==> config.mk <==
export PLATFORM = sky130hd
export DESIGN_NAME = sic4_exec
export DESIGN_NICKNAME = d
export VERILOG_FILES = /design/src/rtl/sic4_pkg.sv /design/src/rtl/sic4_regfile.sv /design/src/rtl/sic4_exec.sv
export SDC_FILE = /design/constraint.sdc
export NUM_CORES = 1
export LEC_CHECK = 0
export CAP_MARGIN = 20
export CELL_PAD_IN_SITES_DETAIL_PLACEMENT = 0
export CELL_PAD_IN_SITES_GLOBAL_PLACEMENT = 1
export CORE_MARGIN = 5
export CORE_UTILIZATION = 45
export DETAILED_ROUTE_END_ITERATION = 6
export PLACE_DENSITY_LB_ADDON = 0.1
export SYNTH_ARGS = -nofsm -noshare
export SYNTH_HDL_FRONTEND = slang
export SYNTH_SLANG_ARGS = --single-unit
==> constraint.sdc <==
create_clock -name clk -period 3.95 [get_ports clk]
set_input_delay 0.79 -clock clk [delete_from_list [all_inputs] [get_ports clk]]
set_output_delay 0.79 -clock clk [all_outputs]
set_load 0.03 [all_outputs]
==> src/rtl/sic4_pkg.sv <==
// Shared types and constants for the SIC-4 execute stage.
// No logic: sequencer state encoding, opcode values, instruction field layout.
// Backpressure: n/a.
package sic4_pkg;

   // Register file geometry; the 2-bit register fields fix the count at 4
   localparam int SIC4_NREGS = 4;
   localparam int SIC4_W     = 8;
   localparam int SIC4_RAW   = 2;

   // Instruction field layout: [7:6] op, [5:4] rd, [3:2] rs1, [1:0] rs2
   localparam int FLD_W   = 2;
   localparam int OP_LSB  = 6;
   localparam int RD_LSB  = 4;
   localparam int RS1_LSB = 2;
   localparam int RS2_LSB = 0;

   // ALU opcodes as driven on alu_op
   localparam logic [1:0] OP_ADD = 2'b00;
   localparam logic [1:0] OP_SUB = 2'b01;
   localparam logic [1:0] OP_SHL = 2'b10;
   localparam logic [1:0] OP_AND = 2'b11;

   // Sequencer states, one instruction passes through all four in order
   typedef enum logic [1:0] {
      ST_IDLE = 2'd0,
      ST_READ = 2'd1,
      ST_EXEC = 2'd2,
      ST_WB   = 2'd3
   } state_t;

   // Decoded view of the latched instruction word
   typedef struct packed {
      logic [FLD_W-1:0] op;
      logic [FLD_W-1:0] rd;
      logic [FLD_W-1:0] rs1;
      logic [FLD_W-1:0] rs2;
   } instr_t;

endpackage

==> src/rtl/sic4_regfile.sv <==
// 4x8 register file: async clear, prioritised write (writeback over external load), three comb reads.
// Latency: write visible on the read ports the cycle after the write edge; reads are combinational.
// Backpressure: none; both write sources are accepted every cycle, writeback wins on an index clash.
module sic4_regfile
   import sic4_pkg::*;
#(
   parameter int NREGS = SIC4_NREGS,
   parameter int W     = SIC4_W,
   parameter int AW    = SIC4_RAW
) (
   input  logic          clk,
   input  logic          rst_n,
   input  logic          i_wb_en,
   input  logic [AW-1:0] i_wb_sel,
   input  logic [W-1:0]  i_wb_data,
   input  logic          i_ld_en,
   input  logic [AW-1:0] i_ld_sel,
   input  logic [W-1:0]  i_ld_data,
   input  logic [AW-1:0] i_rs1_sel,
   input  logic [AW-1:0] i_rs2_sel,
   input  logic [AW-1:0] i_dbg_sel,
   output logic [W-1:0]  o_rs1_data,
   output logic [W-1:0]  o_rs2_data,
   output logic [W-1:0]  o_dbg_data
);

   logic [W-1:0] r_mem [NREGS];

   // Per-register write: writeback has priority, a load to a different index still lands
   always_ff @(posedge clk or negedge rst_n) begin
      if (!rst_n) begin
         for (int i = 0; i < NREGS; i++) begin
            r_mem[i] <= '0;
         end
      end else begin
         for (int i = 0; i < NREGS; i++) begin
            if (i_wb_en && (i_wb_sel == AW'(i))) begin
               r_mem[i] <= i_wb_data;
            end else if (i_ld_en && (i_ld_sel == AW'(i))) begin
               r_mem[i] <= i_ld_data;
            end
         end
      end
   end

   // Reads see the pre-edge contents, so a same-cycle load is not forwarded
   assign o_rs1_data = r_mem[i_rs1_sel];
   assign o_rs2_data = r_mem[i_rs2_sel];
   assign o_dbg_data = r_mem[i_dbg_sel];

endmodule

==> src/rtl/sic4_exec.sv <==
// SIC-4 execute sequencer: IDLE->READ->EXEC->WB around an external comb ALU; optional zflag (SIC4_ZFLAG_EN).
// Latency: accept on edge N, operands on N+1, result captured N+2, writeback N+3, next accept N+4.
// Backpressure: instr_ready only in IDLE; instr/instr_valid are ignored while an instruction is in flight.
module sic4_exec
   import sic4_pkg::*;
#(
   parameter int NREGS = SIC4_NREGS,
   parameter int W     = SIC4_W
) (
   input  logic         clk,
   input  logic         rst_n,
   input  logic [7:0]   instr,
   input  logic         instr_valid,
   output logic         instr_ready,
   output logic [W-1:0] alu_a,
   output logic [W-1:0] alu_b,
   output logic [1:0]   alu_op,
   input  logic [W-1:0] alu_res,
   input  logic         ld_en,
   input  logic [1:0]   ld_sel,
   input  logic [W-1:0] ld_data,
   input  logic [1:0]   dbg_sel,
   output logic [W-1:0] dbg_data,
   output logic         done
`ifdef SIC4_ZFLAG_EN
   ,
   output logic         zflag
`endif
);

   state_t       r_state;
   instr_t       r_ir;
   logic         r_ready;
   logic         r_done;
   logic [W-1:0] r_alu_a;
   logic [W-1:0] r_alu_b;
   logic [1:0]   r_alu_op;
   logic [W-1:0] r_res_q;

   logic         w_wb_en;
   logic [W-1:0] w_rs1_data;
   logic [W-1:0] w_rs2_data;

   // Writeback commits on the edge that leaves WB
   assign w_wb_en = (r_state == ST_WB);

   sic4_regfile #(
      .NREGS (NREGS),
      .W     (W),
      .AW    (SIC4_RAW)
   ) u_regfile (
      .clk        (clk),
      .rst_n      (rst_n),
      .i_wb_en    (w_wb_en),
      .i_wb_sel   (r_ir.rd),
      .i_wb_data  (r_res_q),
      .i_ld_en    (ld_en),
      .i_ld_sel   (ld_sel),
      .i_ld_data  (ld_data),
      .i_rs1_sel  (r_ir.rs1),
      .i_rs2_sel  (r_ir.rs2),
      .i_dbg_sel  (dbg_sel),
      .o_rs1_data (w_rs1_data),
      .o_rs2_data (w_rs2_data),
      .o_dbg_data (dbg_data)
   );

   // Sequencer with registered ready/done and operand/result capture
   always_ff @(posedge clk or negedge rst_n) begin
      if (!rst_n) begin
         r_state  <= ST_IDLE;
         r_ready  <= 1'b1;
         r_done   <= 1'b0;
         r_ir     <= '0;
         r_alu_a  <= '0;
         r_alu_b  <= '0;
         r_alu_op <= OP_ADD;
         r_res_q  <= '0;
      end else begin
         r_done <= 1'b0;
         case (r_state)
            ST_IDLE: begin
               if (instr_valid) begin
                  r_ir    <= instr_t'(instr);
                  r_ready <= 1'b0;
                  r_state <= ST_READ;
               end
            end
            ST_READ: begin
               // Operands are frozen here, so rd aliasing rs1/rs2 cannot disturb them
               r_alu_a  <= w_rs1_data;
               r_alu_b  <= w_rs2_data;
               r_alu_op <= r_ir.op;
               r_state  <= ST_EXEC;
            end
            ST_EXEC: begin
               r_res_q <= alu_res;
               r_done  <= 1'b1;
               r_state <= ST_WB;
            end
            ST_WB: begin
               r_ready <= 1'b1;
               r_state <= ST_IDLE;
            end
            default: begin
               r_ready <= 1'b1;
               r_state <= ST_IDLE;
            end
         endcase
      end
   end

`ifdef SIC4_ZFLAG_EN
   logic r_zflag;

   // Zero flag follows the committed result only; external loads leave it alone
   always_ff @(posedge clk or negedge rst_n) begin
      if (!rst_n) begin
         r_zflag <= 1'b0;
      end else if (w_wb_en) begin
         r_zflag <= (r_res_q == '0);
      end
   end

   assign zflag = r_zflag;
`endif

   assign instr_ready = r_ready;
   assign done        = r_done;
   assign alu_a       = r_alu_a;
   assign alu_b       = r_alu_b;
   assign alu_op      = r_alu_op;

endmodule

==> impl_results.md <==
* Status: finished clean
* DR iter-0 viols at 156
* Crit path kind: in -> out
* RSZ-0062 raised after global routing: no
* Warnings from Yosys at 0
* Gpl congestion at approximately 0.8
* Initial antenna violation count at 0
* CP max stage delay at just over 0.6 ns
* FF-to-FF path depth at 5
* Area growth from synthesis to layout at 24.03%
* Power per cell area at a little under 900 nW/µm²
* Area used by multi-input combinational logic at roughly 1800 µm²
* Post-CTS setup buffer count at 0
* Worst Tran Pin Value at 0.8419 ns
* GRT Total Usage at 0.1731
* Vias at approximately 2,800
* Hold buffer count at cts at 0
* Filler cells at 718
* P_leak at between 1.5 and 2 nW
* XOR/XNOR Fraction of Synth Area at 0
* Clock buffer depth at 2
* H-tree depth at 3
* Max cap viols at 0
* Gr ovfl total at 0
* Worst-path clk slew at roughly 0.080 ns
* Combinational family with the most area after synthesis: multiplexers
* Simple-gate share of the synthesized area at 0.1634
* Max FO, Critical Path at 8
* Syn Inst Count at ~360
* ANT nets after route at 0
* Area of the die at about 10000 µm²
* Maximum VDD drop at roughly 400 µV
* Crit-path most repeated cell: clkdlybuf4s50_1
* Vias in the first global route at around 2,700
* Placed Cells incl. Taps at 500
* Synth Area in Compound Gates at 0.1061
* CP Depth at 4
* DR DRC count at 0
* Netlist cell types at 26
* Cts repair resizes at 0
* Final non-filler cell total at 516
* Initial core utilization at 0.4668
* CTS tree: yes
* Die Y at ~100 µm
* Worst path top cell family by delay: buffers and inverters
* Adder-Cell Fraction of Synth Area at 0.01716
* Type of origin of the critical path: primary input
* Top-area cell type share of the netlist area at 0.4737
* Drt pass-1 iters at 4
* Synth Net Count at slightly below 400
* Req. time, crit path at ~3.2 ns
* Final setup vio count at 0
* Fraction of layout cells with a size suffix above 1 at 0.1570
* Fmax at between 200 and 300 MHz
* Final count of hold timing violations at 0
* Final Max Slew Viols at 0
* Largest net degree at the start of global routing at 37
* Synth top area cells: dfrtp_1, mux2_2, nand2_1
* Core area at slightly below 8000 µm²
* Fin nets at ~450
* Post-Route WL at approximately 8400 µm
* Worst EP arrival at about 2.6 ns
* Mux share of post-synthesis cell area at 0.1984
* IO buf count at a little under 60
* Setup TNS at 0 ns
* Tmin final at roughly 3.4 ns
* Final HPWL DP at 6437 µm
* Setup Skew at between 0.01 and 0.015 ns
* Seq cells post-synth at 70
* First-pass GRT wire length at between 10,000 and 15,000 µm
* Worst skew pair latency at between 0.3 and 0.4 ns
* Slowest cell on crit path: clkdlybuf4s50_1
* Yosys top cell by area: dfrtp_1
* Clk sinks at 70
* Syn_area_per_cell at 10.15 µm²
* FP Rows at 32
* Total power at between 3 and 4 mW
* Seq/Total Area, Yosys at 0.4809
* Ports at 60
* Period utilization at 0.8565
* Worst setup EP type: output pin
* Root Driver: clkbuf_8
* Tightest Hold Check Type: reg -> reg
* Slew headroom at 0.4387
* Bufs and invs on worst path at 3
* Worst path cell trace: clkdlybuf4s50_1, buf_4, mux4_2, clkdlybuf4s50_1
* CTS buffer count at 9
* Hold Path Depth at 1
* Mapped Area at 3645 µm²
* Die width at roughly 100 µm
* Reg area at roughly 1800 µm²
* # diodes at 0
* WL/cell at about 16 µm
* Vias/cell at around 5.3
[through the flow]
stage	setup WS (ns)	instance area (µm²)	utilization	hold slack, ns
3_5_place_dp	0.5478	4264	0.5462	0.4928
5_1_grt	0.5228	4521	0.5790	0.5232
3_3_place_gp	0.5534	4264	0.5462	0.4835
6_report	0.5669	4521	0.5790	0.5093
2_1_floorplan	1.506	3645	-	0.4737
4_1_cts	0.5470	4521	0.5790	0.5108
[state kept, by name (all words and copies together) (netlist names), 2 cells and up]
signal           cells
u_regfile.r_mem     32
r_ir                 8
alu_a                8
alu_op               2
r_res_q              8
alu_b                8
r_state              2
[Yosys cell counts]
cell / instances
dfrtp_1: 69
nand2_1: 68
mux2_2: 34
nor2_1: 34
a31oi_1: 31
o21ai_0: 19
nor2b_1: 18
a21oi_1: 17
mux2i_1: 16
buf_2: 9
clkbuf_1: 9
mux4_2: 8
ha_1: 5
nand3b_1: 4
buf_4: 3
and3b_1: 2
inv_1: 2
nand3_1: 2
or3b_1: 2
a31oi_2: 1
and3_1: 1
buf_1: 1
buf_6: 1
dfstp_2: 1
nand2b_1: 1
nor3b_2: 1
[kinds of logic (layout without fill, tap and decap cells)]
group | after synthesis | in the layout
buf+inv | 25 | 80
compound gates | 68 | 68
flops | 70 | 70
mux | 58 | 58
fa+ha+maj | 5 | 5
simple gates | 133 | 133
[cell usage in the layout (no fill, tap or decap), types with 2 or more instances in the layout]
cell	netlist	final
mux2i_1	16	16
clkinvlp_4	0	2
mux2_2	34	34
a31oi_1	31	31
bufinv_16	0	3
ha_1	5	5
nor2_1	34	34
nand2_1	68	68
and3b_1	2	2
nand3_1	2	2
a21oi_1	17	17
clkdlybuf4s50_1	0	58
dfrtp_1	69	69
inv_1	2	2
o21ai_0	19	19
buf_4	3	3
or3b_1	2	2
nor2b_1	18	18
clkbuf_8	0	11
nand3b_1	4	4
mux4_2	8	8
[report_power, final]
group	total, mW	switching, mW	internal (mW)
Clock	0.725	0.271	0.454
Combinational	1.71	0.835	0.873
Sequential	1.53	0.436	1.09
[worst reg2reg max path: stages (launching register included)]
cell and delay, ns:
dfrtp_1 0.41, inv_1 0.13, ha_1 0.72, nor2b_1 0.60
a21oi_1 0.14, o21ai_0 0.10
[path summary, 6_finish.rpt]
check / slack, ns / endpoint / from
max: 0.57 / dbg_data[2] / dbg_sel[0]
min in group asynchronous: 0.54 / r_ir[7] / rst_n
max in group asynchronous: 2.34 / u_regfile.r_mem[1] / rst_n
min: 0.51 / r_ir[6] / r_ir[6]
max reg2reg: 1.77 / alu_b[0] / r_state[1]
min reg2reg: 0.51 / r_ir[6] / r_ir[6]
[routing by layer]
layer | wire (µm) | up-vias | global-route usage
met5 | 0 | - | 0
met4 | 28 | 0 | 0.05181
met3 | 509 | 2 | 0.02988
met2 | 3826 | 64 | 0.2658
met1 | 4017 | 1328 | 0.2520
li1 | - | 1365 | -
[cell type report]
class                   count  share of cell area
multi-input cells         264              0.3911
flip-flops and latches     70              0.3878
repair buffers             62              0.1345
clock buffers              11             0.03349
well taps                 102             0.02823
clock inverters             5             0.02325
inverters                   2            0.001661
(Power assumes the default switching activity.)
